$ cat config.mk
export PLATFORM = sky130hd
export DESIGN_NAME = aurora_tx_arbiter
export DESIGN_NICKNAME = d
export VERILOG_FILES = /design/src/rtl/aurora_tx_arbiter.sv
export SDC_FILE = /design/constraint.sdc
export NUM_CORES = 1
export LEC_CHECK = 0
export ABC_AREA = 0
export CORE_AREA = 2 2 155 157
export DETAILED_ROUTE_END_ITERATION = 12
export DIE_AREA = 0 0 157 159
export SYNTH_ARGS = -nofsm -noshare
export SYNTH_HDL_FRONTEND = slang
export SYNTH_SLANG_ARGS = --single-unit
$ cat constraint.sdc
create_clock -name i_clk -period 1.75 [get_ports i_clk]
set_input_delay 0.175 -clock i_clk [delete_from_list [all_inputs] [get_ports i_clk]]
set_output_delay 0.175 -clock i_clk [all_outputs]
set_load 0.1 [all_outputs]
$ cat src/rtl/aurora_tx_arbiter.sv
// Frame-level round-robin arbiter sharing one Aurora 64B66B TX AXI-Stream
// port between NUM_SRC requesters. Frames are never interleaved; a frame cut
// by channel loss is drained to its tlast, discarded and counted.

// Per-source slice: masks the source onto the shared bus when granted and
// produces its tready.
module aurora_tx_arbiter_lane (
  input  logic        sel,
  input  logic        xfer,
  input  logic        flush,
  input  logic        m_ready,
  input  logic [63:0] tdata,
  input  logic [7:0]  tkeep,
  input  logic        tlast,
  input  logic        tvalid,
  output logic        tready,
  output logic [63:0] mdata,
  output logic [7:0]  mkeep,
  output logic        mlast,
  output logic        mvalid
);
  // Only the granted lane drives non-zero values, so the top can OR-reduce.
  always_comb begin
    mdata  = sel ? tdata : '0;
    mkeep  = sel ? tkeep : '0;
    mlast  = sel & tlast;
    mvalid = sel & tvalid;
    tready = sel & (flush | (xfer & m_ready));
  end
endmodule

module aurora_tx_arbiter #(
  parameter int NUM_SRC = 4,
  parameter int SEL_W   = 2
) (
  input  logic                  i_clk,
  input  logic                  i_rst_n,
  input  logic                  i_channel_up,
  input  logic [64*NUM_SRC-1:0] s_axis_tdata,
  input  logic [8*NUM_SRC-1:0]  s_axis_tkeep,
  input  logic [NUM_SRC-1:0]    s_axis_tlast,
  input  logic [NUM_SRC-1:0]    s_axis_tvalid,
  output logic [NUM_SRC-1:0]    s_axis_tready,
  output logic [63:0]           m_axis_tdata,
  output logic [7:0]            m_axis_tkeep,
  output logic                  m_axis_tlast,
  output logic                  m_axis_tvalid,
  input  logic                  m_axis_tready,
  output logic [NUM_SRC-1:0]    o_grant,
  output logic                  o_busy,
  output logic [15:0]           o_drop_cnt
);

  typedef enum logic [1:0] {IDLE, XFER, FLUSH} state_t;

  state_t                    state, state_nxt;
  logic [NUM_SRC-1:0]        grant;
  logic [SEL_W-1:0]          gidx, rr_ptr, pick, gidx_inc;
  logic [SEL_W:0]            cand;
  logic                      any_req;
  logic [15:0]               drop_cnt;

  logic [NUM_SRC-1:0][63:0]  lane_data;
  logic [NUM_SRC-1:0][7:0]   lane_keep;
  logic [NUM_SRC-1:0]        lane_last, lane_valid;

  logic                      in_xfer, in_flush, sel_valid, sel_last;
  logic                      start, xfer_done, frame_drop, go_flush;

  genvar g;
  generate
    for (g = 0; g < NUM_SRC; g++) begin : g_lane
      aurora_tx_arbiter_lane u_lane (
        .sel    (grant[g]),
        .xfer   (in_xfer),
        .flush  (in_flush),
        .m_ready(m_axis_tready),
        .tdata  (s_axis_tdata[64*g +: 64]),
        .tkeep  (s_axis_tkeep[8*g +: 8]),
        .tlast  (s_axis_tlast[g]),
        .tvalid (s_axis_tvalid[g]),
        .tready (s_axis_tready[g]),
        .mdata  (lane_data[g]),
        .mkeep  (lane_keep[g]),
        .mlast  (lane_last[g]),
        .mvalid (lane_valid[g])
      );
    end
  endgenerate

  // OR-reduce the masked lanes into the granted source's view.
  always_comb begin
    m_axis_tdata = '0;
    m_axis_tkeep = '0;
    for (int i = 0; i < NUM_SRC; i++) begin
      m_axis_tdata = m_axis_tdata | lane_data[i];
      m_axis_tkeep = m_axis_tkeep | lane_keep[i];
    end
  end

  // Round-robin pick: walk offsets high to low so the nearest to rr_ptr wins.
  always_comb begin
    pick    = '0;
    any_req = 1'b0;
    cand    = '0;
    for (int i = NUM_SRC - 1; i >= 0; i--) begin
      cand = {1'b0, rr_ptr} + (SEL_W+1)'(i);
      if (cand >= (SEL_W+1)'(NUM_SRC)) cand = cand - (SEL_W+1)'(NUM_SRC);
      if (s_axis_tvalid[cand[SEL_W-1:0]]) begin
        pick    = cand[SEL_W-1:0];
        any_req = 1'b1;
      end
    end
  end

  // Handshake decode. The granted tlast beat may still be offered in the
  // cycle the channel drops (tvalid then depends on tready) so that a frame
  // completing on that edge is not reported as dropped.
  always_comb begin
    in_xfer       = (state == XFER);
    in_flush      = (state == FLUSH);
    sel_valid     = |lane_valid;
    sel_last      = |lane_last;
    m_axis_tlast  = sel_last;
    xfer_done     = in_xfer & sel_valid & sel_last & m_axis_tready;
    m_axis_tvalid = in_xfer & sel_valid & (i_channel_up | (sel_last & m_axis_tready));
    go_flush      = in_xfer & ~i_channel_up & ~xfer_done;
    frame_drop    = in_flush & sel_valid & sel_last;
    start         = (state == IDLE) & i_channel_up & any_req;
    gidx_inc      = (gidx == SEL_W'(NUM_SRC - 1)) ? '0 : gidx + 1'b1;
  end

  // State register.
  always_ff @(posedge i_clk or negedge i_rst_n) begin
    if (!i_rst_n) state <= IDLE;
    else          state <= state_nxt;
  end

  // Next-state logic.
  always_comb begin
    state_nxt = state;
    case (state)
      IDLE:    if (start) state_nxt = XFER;
      XFER:    if (xfer_done) state_nxt = IDLE;
               else if (go_flush) state_nxt = FLUSH;
      FLUSH:   if (frame_drop) state_nxt = IDLE;
      default: state_nxt = IDLE;
    endcase
  end

  // Grant and round-robin pointer: latch on start, release at frame end.
  always_ff @(posedge i_clk or negedge i_rst_n) begin
    if (!i_rst_n) begin
      grant  <= '0;
      gidx   <= '0;
      rr_ptr <= '0;
    end else if (start) begin
      grant <= NUM_SRC'(1) << pick;
      gidx  <= pick;
    end else if (xfer_done | frame_drop) begin
      grant  <= '0;
      rr_ptr <= gidx_inc;
    end
  end

  // Saturating count of frames discarded after channel loss.
  always_ff @(posedge i_clk or negedge i_rst_n) begin
    if (!i_rst_n)                            drop_cnt <= '0;
    else if (frame_drop && drop_cnt != '1)   drop_cnt <= drop_cnt + 16'd1;
  end

  assign o_grant    = grant;
  assign o_busy     = (state != IDLE);
  assign o_drop_cnt = drop_cnt;

endmodule

### After elaboration in Yosys (flattened, before gate mapping)

Index checks and enable logic that the tools add are counted.

| word-level totals | value |
|---|---|
| logic and storage cells | 110 |
| flip-flop bits (word level) | 26 |
| output and inout bits | 99 |

| cells by class | value |
|---|---|
| reductions and logical operators | 8 |
| magnitude comparators | 8 |
| muxes and demuxes | 36 |
| eq/ne operators | 7 |
| bitwise logic cells | 36 |
| shift-type cells | 1 |
| add/subtract/negate cells | 9 |

Operators with widths:

| kind | number |
|---|---|
| 2-to-1 mux 64 bit | 4 |
| bitwise OR 64 bit | 3 |
| 2-to-1 mux 8 bit | 4 |
| 2-to-1 mux 2 bit | 13 |
| AND 1 bit | 24 |
| bitwise OR 8 bit | 3 |
| adder 16 x 1 -> 16 bit, second input constant | 1 |
| inequality test 16 bit, second input constant | 1 |
| < comparator 2 x 3 -> 1 bit, second input constant | 4 |
| greater-or-equal comparator 3 bit, second input constant | 3 |
| binary-select mux 1 bit (select 2 bit) | 4 |
| 2-to-1 mux 1 bit | 8 |
| 2-to-1 mux 4 bit | 2 |
| OR reduction 4 bit | 2 |
| subtractor 2 x 1 -> 2 bit, second input constant | 4 |
| adder 2 x 2 -> 3 bit, second input constant | 2 |
| case mux 2 bit (3 select lines) | 1 |
| equality test 2 bit, second input constant | 2 |
| inequality test 2 bit, second input constant | 2 |
| nonzero test 2 bit | 2 |
| left shift 1 x 2 -> 4 bit, first input constant | 1 |
| adder 2 x 1 -> 3 bit, second input constant | 1 |
| greater-or-equal comparator 2 x 3 -> 1 bit, second input constant | 1 |
| inequality test 3 bit, second input constant | 1 |
| other kinds (8) | 12 |

### Logic depth before layout (Yosys ltp)

| logic depth | value |
|---|---|
| word-level depth | 12 |
| depth in mapped cells | 6 |
| gate-level depth less buffers | 5 |

### By module

Synthesis repeated with hierarchy kept, for this count alone.

| unflattened totals | value |
|---|---|
| cell total of the unflattened synthesis | 543 |
| area, all modules | 4180.3 sq um |

By module, submodules not included:

| module | area each (sq um) | times used | cells an instance |
|---|---|---|---|
| aurora_tx_arbiter_lane | 551.8 | 4 | 84 |
| aurora_tx_arbiter | 1973.1 | 1 | 207 |

### Worst setup path before layout

OpenSTA, ideal clock, no wires.

| timing | value |
|---|---|
| path kind | register to output |
| from | register grant[2], in the netlist o_grant[2] |
| to | output m_axis_tvalid |
| arrival time | 2.376 ns |
| cell stages (with the launch flop) | 5 |
| path slack | -0.801 ns |
| cell sequence | dfrtp_1 -> a22oi_1 -> a22oi_1 -> nand2_1 -> a21oi_1 |

| between the ends | value |
|---|---|
| word-level cells in the longest chain between the ends | 5 |
| elaborated cells on any way between the ends | 8 |
| classes of those cells | bitwise (6); reduce/logical (2) |

Ends and longest elaborated chain:

| what | line | RTL |
|---|---|---|
| start: declaration | 57 | `logic [NUM_SRC-1:0] grant;` |
| start signal: assignment | 158 | `grant <= NUM_SRC'(1) << pick;` |
| AND 1 bit | 26 | `mlast = sel & tlast;` |
| OR reduction 4 bit | 123 | `sel_last = \|lane_last;` |
| AND 1 bit | 126 | `m_axis_tvalid = in_xfer & sel_valid & (i_channel_up \| (sel_last & m_axis_tready));` |
| bitwise OR 1 bit | 126 |  |
| AND 1 bit (*) | 126 |  |
| end: declaration | 47 | `output logic m_axis_tvalid,` |

Mark *: on every way between the ends. The rest lies on a longest branch, timed or not.

### Final worst setup path

| timing | value |
|---|---|
| from | register grant[1], in the netlist o_grant[1] |
| to | output m_axis_tvalid |

Same word-level chain as after synthesis.

==> out/results.txt <==
syn_nets - 700
fin. max-slew vios - 0
total number of vias - 4897
reg2reg setup slack - 0.06 ns
Seq. cell area - 698.2 µm²
DP Wirelength - 15700 µm
core area - 23190 µm²
DRT iter0 DRCs - 237
FP Rows - 56
Seq cells post-synth - 26
worst hold path class - in2async
first-pass GRT wire length - 28170 µm
most frequent cells in the layout - 299 x clkdlybuf4s50_1, 106 x a22oi_1, 102 x buf_12
Num CTS Buffers - 3
die width - 157 µm
unrepaired setup endpoints after global routing - yes
Initial Util - 12.65%
met1 Track Usage GR - 16.97%
Bufs on Longest Clock Path - 2
hold_ws - 0.2902 ns
kind of critical path - reg2out
area taken by multi-input logic gates - 2507 µm²
total of max-cap violations - 0
fmax - 0.5702 GHz
Main synth FF type - dfrtp_1
Placer Congestion - 0.8089
CP arrival - 1.58 ns
CP max FO - 5
Ant. Diodes - 0
Reg2Reg Depth - 4
total number of yosys warnings - 0
I/O Pins - 399
Reg2Reg Launch Point - o_drop_cnt[9]
worst slack at placement - -0.2267 ns
DR DRC count - 0
Synth Cell Area - 2934 µm²
Peak VDD IR - 0.2956 mV
crit share post-route - 100.2%
Worst EP required - 1.57 ns
clock root cell - clkbuf_16
largest net degree at the start of global routing - 44
share of cells above drive strength 1 - 36.49%
Fill cells - 2275
clock skew - 0.005676 ns
die area - 24960 µm²
initial antenna violation count - 0
M2 GR Usage - 26.71%
clock latency on the worst-skew pair - 0.26 ns
DR WL/cell - 17.57 µm
Die Y - 159 µm
PortBufs - 398
Post-synth EDFFs - 0
Via density - 4.365
Critical Path Source Type - flip-flop
Post-Route Utilization - 39.24%
TritonCTS clock tree - yes
vias in the first global route - 4846
fin nets - 1106
Final Setup Violations - 2
clock sinks - 26
slew margin rel. - 73.68%
Final min period - 1.754 ns
first-pass detailed-route iteration total - 4
type of destination of the critical path - output pin
GRT busiest layer - met2
actual slew at the worst max-slew pin - 0.3919 ns
GRT overflow - 0
pwr dens - 205.0 nW/µm²
CTS H-Tree Depth - 1
final hold violations - 0
post-synthesis sequential area ratio - 22.17%
ys async rst share - 100.0%
met3 Usage GRT - 2.531%
Synth Instances - 398
Routed WL - 19720 µm
failing checks - setup timing
Leakage - 0.003476 µW
Netlist cell types - 36
Routed Antenna Nets - 0
r2r endpoint - o_drop_cnt[1]
Area Overhead vs Synth - 210.1%
Clock transition at path regs - 0.07 ns
Mapped Avg Cell Area - 7.372 µm²
commonest non-fill, non-tap cell in the layout - clkdlybuf4s50_1
Final WS setup - -0.003795 ns
run status - complete, but fails checks
All-Layer GR Usage - 14.22%
[worst max-delay path, cell delays in order, from the launching register on]
cell	delay (ns)
dfrtp_2	0.48
a22oi_2	0.12
a22oi_2	0.26
nand2_2	0.11
a21oi_4	0.15
buf_12	0.19
[sequential cells by signal, indices dropped and copies added (netlist names)]
signal and cells:
rr_ptr 2, o_drop_cnt 16, state 2, gidx 2
o_grant 4
[cell families (layout without fill, tap and decap cells)]
| group | Yosys count | count (layout) | synth area share (%) |
|---|---|---|---|
| buf+inv | 49 | 454 | 7.633 |
| mux | 5 | 5 | 1.876 |
| compound gates | 165 | 165 | 42.30 |
| xor+xnor | 13 | 13 | 3.881 |
| fa+ha+maj | 2 | 2 | 0.8527 |
| flops | 26 | 26 | 22.17 |
| simple gates | 138 | 138 | 21.28 |
[final cells by class]
cell class	count	area share (%)
Timing Repair Buffer	444	59.27
Multi-Input combinational cell	323	27.55
Sequential cell	26	7.672
Tap cell	319	4.386
Clock buffer	4	0.8662
Inverter	6	0.2475
[synthesized netlist by cell type, drive strengths merged (2+ instances only)]
cell type	number	share of area, %
nand4	9	1.9
ha	2	0.85
or4	2	0.64
o21ai	2	0.34
a21oi	5	0.85
a32o	2	0.68
nand3	9	1.5
buf	23	4.3
nand2	86	11
o32ai	2	0.60
a22oi	149	38
mux2	4	1.5
and3	5	1.1
nor4	2	0.43
and2	5	1.1
xnor2	13	3.9
clkbuf	20	2.6
dfrtp	26	22
nor3	2	0.34
nand4b	2	0.60
inv	6	0.77
nand2b	5	1.1
nor2	9	1.2
[worst max path at each step]
stage,slack (ns),from,end,depth (start not counted)
CTS,-0.04,o_grant[2],m_axis_tvalid,5
global route,-0.07,o_grant[1],m_axis_tdata[9],5
finish,-0.004,o_grant[1],m_axis_tvalid,5
detailed placement,-0.23,s_axis_tvalid[2],m_axis_tvalid,6
global placement,-0.21,s_axis_tvalid[2],m_axis_tvalid,6
floorplan,-0.21,o_drop_cnt[6],o_drop_cnt[1],4
[metal layers]
layer / vias to the layer above / part of all wire, %
met4: 0 / 1.1
met3: 14 / 7.9
li1: 2346 / -
met1: 2327 / 39
met5: - / 0
met2: 210 / 52
[stage by stage]
stage	power, µW	area, µm²	TNS, ns	std cells
3_5_place_dp	1330	8621	-2.402	1108
4_1_cts	1861	8832	-0.03999	1117
2_1_floorplan	627.0	3173	-0.9744	398
3_3_place_gp	1324	8621	-1.918	1108
6_report	1865	9100	-0.006637	1122
5_1_grt	1942	9100	-0.3792	1122
[power by group]
group	switching (µW)	leakage (µW)	internal, µW
sequential	0	0.000322	600
clock	210	0.0000382	312
combinational	149	0.00312	594
[timing repair]
item                       in CTS  in global routing
gates resized for setup        18                 44
pin swaps                       3                 13
gates cloned                    0                  1
hold buffers                    0                  0
setup buffers                   5                  5
setup endpoints to repair      57                 34
No activity file was read; power rests on OpenSTA's default activity.
==> variant 1 (same settings) <==
`SEL_W`: 2 -> 4.
--- a/src/rtl/aurora_tx_arbiter.sv
+++ b/src/rtl/aurora_tx_arbiter.sv
@@ -33,3 +33,3 @@
   parameter int NUM_SRC = 4,
-  parameter int SEL_W   = 2
+  parameter int SEL_W   = 4
 ) (
Behaviour: same outputs for any inputs over 4 cycles, from zero or initial values and one cycle with i_rst_n low; that may be too few to reach the edited logic, so the function may still have changed.
==> variant 1 against the unedited design <==
- the run still ends with setup timing left
- non-clock buffer count up 67
- final area grew 27%
- routed wire length grew 51%
- setup slack lost 0.49 ns
- first-iteration DRC count is 4.6% higher
- sequential share of layout area decreased by 0.72 points
- sequential cell count increased by 4
- synthesized area is 20% higher
- die area did not move
Power is left out: it rests on default switching activity, and per cell area and clock period it moved more than threefold.
==> variant 1: results (changes against the unedited design) <==
* Setup violators final at 55 (was 2)
* DP HPWL at 20.5 mm (was 15.7 mm)
* Vias at 5946 (was 4897)
* Worst-Skew Late Latency at 0.28 ns (was 0.26 ns)
* Clock root buffer: clkbuf_16 (unchanged)
* Largest net degree at the start of global routing at 40 (was 44)
* Post-synth top cells: a22oi_1, nand2_1, dfrtp_1, clkbuf_1, nor2_1 (was a22oi_1, nand2_1, dfrtp_1, clkbuf_1, xnor2_1)
* Setup tns final at -4.62 ns (was -0.00664 ns)
* Syn nets at 769 (was 700)
* Critical path's slowest cell: mux4_2 (was dfrtp_2)
* Share of cells above drive strength 1 at 53.3% (was 36.5%)
* Nets at 1242 (was 1106)
* Crit path largest cell delay at 0.58 ns (was 0.48 ns)
* CP startpoint kind: register (unchanged)
* GRT Overall Usage at 20.8% (was 14.2%)
* Setup ws final at -0.489 ns (was -0.00379 ns)
* Maximum fanout along the worst path at 5 (unchanged)
* Total iterations of the first detailed-routing run at 4 (unchanged)
* Fin Clk Skew at 0.00419 ns (was 0.00568 ns)
* GP Congestion at 0.894 (was 0.809)
* Avg WL per Cell at 23.6 um (was 17.6 um)
* Ys flop type: dfrtp_1 (unchanged)
* FF-to-FF Start: rr_ptr[1] (was o_drop_cnt[9])
* Synth warnings at 0 (unchanged)
* Status: complete, but fails checks (unchanged)
* Netlist cell types at 55 (was 36)
* Arrival @ worst endpoint at 2.40 ns (was 1.58 ns)
* Failing checks: setup timing (unchanged)
* Worst slack at placement at -0.497 ns (was -0.227 ns)
* Placed cell area at 9460 um^2 (was 8620 um^2)
* Number of fill cells at 2081 (was 2275)
* Initial antenna violation count at 15 (was 0)
* First-pass GRT wire length at 38.2 mm (was 28.2 mm)
* Slew @ Worst Pin at 0.404 ns (was 0.392 ns)
* Kind of cell adding the most delay to the critical path: compound AO/OA/AOI/OAI gates (unchanged)
* Seq/Total Area, Yosys at 21.3% (was 22.2%)
* Finished Core Util at 49.6% (was 39.2%)
* Clock transition at the registers of the reported paths at 0.05 ns (was 0.07 ns)
* H-tree depth at 2 (was 1)
* Top post-synthesis cells by area: a22oi_1, dfrtp_1, nand2_1 (unchanged)
* Number of global-route vias before repair at 5815 (was 4846)
* Port Buffer Count at 398 (unchanged)
* Hold crit path type: input pin to async pin (unchanged)
* Bufs on Longest Clock Path at 2 (unchanged)
* Largest register FFs at 16 (unchanged)
* Initial DRC Count at 248 (was 237)
* Ys async rst share at 100% (unchanged)
* Clock buffer count from CTS at 5 (was 3)
variant 1: worst paths after layout:
| check | end | slack, ns | cells after the start |
|---|---|---|---|
| max in group asynchronous | o_drop_cnt[9] | 1.13 | 2 |
| min in group i_clk | o_drop_cnt[15] | 0.48 | 1 |
| hold reg to reg | o_drop_cnt[15] | 0.48 | 1 |
| setup / recovery | o_grant[0] | -0.49 | 8 |
| hold / removal | o_drop_cnt[15] | 0.29 | 2 |
| setup reg to reg | o_grant[0] | -0.49 | 8 |
variant 1: per-stage QoR:
| stage | std cells | hold slack [ns] |
|---|---|---|
| finish | 1260 | 0.291 |
| detailed placement | 1199 | 0.480 |
| global placement | 1199 | 0.482 |
| CTS | 1235 | 0.307 |
| global route | 1253 | 0.336 |
| floorplan | 460 | -0.121 |
variant 1: metal layers:
metal,global-route usage [%],up-vias,routed length [um]
li1,-,2724,-
met1,24.9,2865,11400
met2,35.5,294,14600
met3,9.44,43,3210
met4,1.88,20,348
met5,0,-,114
variant 1: timing repair:
| item | 4_1_cts | 5_1_grt |
|---|---|---|
| setup endpoints to repair | 95 | 96 |
| gates resized for setup | 160 | 82 |
| setup buffers | 16 | 6 |
| pin swaps | 27 | 72 |
| cloned | 12 | 15 |
variant 1: kinds of logic (layout without fill, tap and decap cells):
| family | Yosys count | after routing | share of synthesized area, % |
|---|---|---|---|
| AOI/OAI and AO/OA | 187 | 187 | 40.1 |
| and+or+nand+nor | 147 | 147 | 18.9 |
| DFF | 30 | 30 | 21.3 |
| other | 0 | 7 | 0 |
| xor gates and xnor gates | 20 | 20 | 4.97 |
| buffers and inverters | 58 | 532 | 7.35 |
| muxes | 9 | 9 | 4.16 |
| adders and majority gates | 9 | 9 | 3.20 |
variant 1: cell type report:
| cell class | count | share of cell area [%] |
|---|---|---|
| timing repair buffer | 511 | 56.2 |
| antenna | 7 | 0.152 |
| inverter | 13 | 0.446 |
| multi-input combinational | 372 | 31.5 |
| clock buffer | 7 | 1.24 |
| clock inverter | 1 | 0.0435 |
| tap | 319 | 3.47 |
| sequential | 30 | 6.96 |
==> variant 2 (same flow settings) <==
Made on the original files. Register the output `o_drop_cnt` once more, cleared by the reset; this adds one clock of latency there. The other outputs are not delayed to match.
--- a/src/rtl/aurora_tx_arbiter.sv
+++ b/src/rtl/aurora_tx_arbiter.sv
@@ -173,3 +173,9 @@
   assign o_busy     = (state != IDLE);
-  assign o_drop_cnt = drop_cnt;
+  always_ff @(posedge i_clk or negedge i_rst_n) begin
+    if (!i_rst_n) begin
+      o_drop_cnt <= '0;
+    end else begin
+      o_drop_cnt <= drop_cnt;
+    end
+  end
 
Formal check against the unedited RTL: not equivalent (a bounded check fails within 4 cycles, from zero or initial values and one cycle with i_rst_n low).
==> variant 2 against the unedited design <==
- the run still ends with setup timing left
- register-to-register slack lost 0.09 ns
- critical path depth unchanged
- routed wire length is 15% higher
- via count grew 3.7%
- cell count rose by 2.4%
- final area up 11%
- worst hold slack better by 0.13 ns
- setup slack got worse by 0.022 ns
- synthesized area grew 14%
- sequential cell count up 16
- maximum frequency is 1.2% lower
- non-clock buffer count grew 19
- critical endpoint is now m_axis_tdata[45]
Power is not shown: default switching activity piles up to over one toggle a cycle in this logic, so the estimate is an artifact.
==> variant 2: results (changes against the unedited design) <==
* Post-synthesis mux area share at 1.61% (was 1.88%)
* Setup ws final at -0.0255 ns (was -0.00379 ns)
* Setup violators final at 13 (was 2)
* Clock buffer count from CTS at 5 (was 3)
* Final std cells w/o fill at 1149 (was 1122)
* Largest net degree at the start of global routing at 43 (was 44)
* Placed cell area at 8860 um^2 (was 8620 um^2)
* Hold-fix buffers, CTS at 1 (was 0)
* H-tree depth at 2 (was 1)
* Maximum fanout along the worst path at 26 (was 5)
* Resized cells post-CTS at 61 (was 18)
* Top post-synthesis cells by area: a22oi_1, dfrtp_1, nand2_1 (unchanged)
* FF-to-FF path depth at 7 (was 4)
* Avg WL per Cell at 19.8 um (was 17.6 um)
* Status: complete, but fails checks (unchanged)
* Syn nets at 703 (was 700)
* Worst slack at placement at -0.361 ns (was -0.227 ns)
* Post-synth top cells: a22oi_1, nand2_1, dfrtp_1, clkbuf_1, xnor2_1 (unchanged)
* Avg Cell Area, Syn at 8.35 um^2 (was 7.37 um^2)
* Slew @ Worst Pin at 0.582 ns (was 0.392 ns)
* First-pass GRT wire length at 30.5 mm (was 28.2 mm)
* Share of cells above drive strength 1 at 45.5% (was 36.5%)
* Adder-Cell Fraction of Synth Area at 0.748% (was 0.853%)
* Clock Sinks at 42 (was 26)
* Arrival @ worst endpoint at 1.60 ns (was 1.58 ns)
* Fin Clk Skew at 0.00791 ns (was 0.00568 ns)
* DP HPWL at 17.2 mm (was 15.7 mm)
* GP Congestion at 0.890 (was 0.809)
* Synth Area in XOR/XNOR at 3.63% (was 3.88%)
* Worst-Skew Late Latency at 0.28 ns (was 0.26 ns)
* Failing checks: setup timing (unchanged)
* Postcts setup bufs at 4 (was 5)
[variant 2: cell types whose count changed after synthesis, sizes merged, moves of 3 or more]
| cell | change |
|---|---|
| buf | -3 |
| and4 | +3 |
| nand3 | -3 |
| nand4 | -4 |
| dfrtp | +16 |
[variant 2: final timing paths]
path | start | endpoint | slack, ns
max in group asynchronous | i_rst_n | drop_cnt[2] | 0.74
worst max-delay path | o_grant[1] | m_axis_tdata[45] | -0.03
worst min register to register | drop_cnt[15] | o_drop_cnt[15] | 0.45
min in group i_clk | drop_cnt[15] | o_drop_cnt[15] | 0.45
worst max register to register | o_grant[1] | drop_cnt[4] | -0.03
worst min-delay path | i_rst_n | o_drop_cnt[8] | 0.42
[variant 2: worst register-to-register path, delay by kind of cell (launching register included)]
| family | cells | cell delay, ns |
|---|---|---|
| compound gates | 3 | 0.77 |
| flops | 1 | 0.41 |
| buf+inv | 2 | 0.24 |
| xor+xnor | 1 | 0.15 |
| simple gates | 1 | 0.09 |
[variant 2: layer usage]
layer / wire length (um) / share of wire, % / GRT usage, %
met1: 9120 / 40 / 19.9
met2: 12000 / 53 / 28.6
met3: 1490 / 6.6 / 3.05
met4: 112 / 0.49 / 1.21
met5: 0 / 0 / 0
[variant 2: kinds of logic (layout without fill, tap and decap cells)]
family,Yosys count,count (layout)
AO/OA/AOI/OAI,168,168
AND/OR/NAND/NOR,125,125
buffers and inverters,46,475
flip-flops,42,42
XOR/XNOR,13,13
multiplexers,5,5
adder cells (fa/ha/maj),2,2
[variant 2: cell type report]
| class | instances | area, um^2 |
|---|---|---|
| clock inverter | 3 | 25.0 |
| multi-input combinational | 313 | 2880 |
| fill | 2156 | 13100 |
| timing repair buffer | 463 | 5570 |
| clock buffer | 5 | 125 |
| tap | 319 | 399 |
| inverter | 4 | 15.0 |
| sequential | 42 | 1060 |
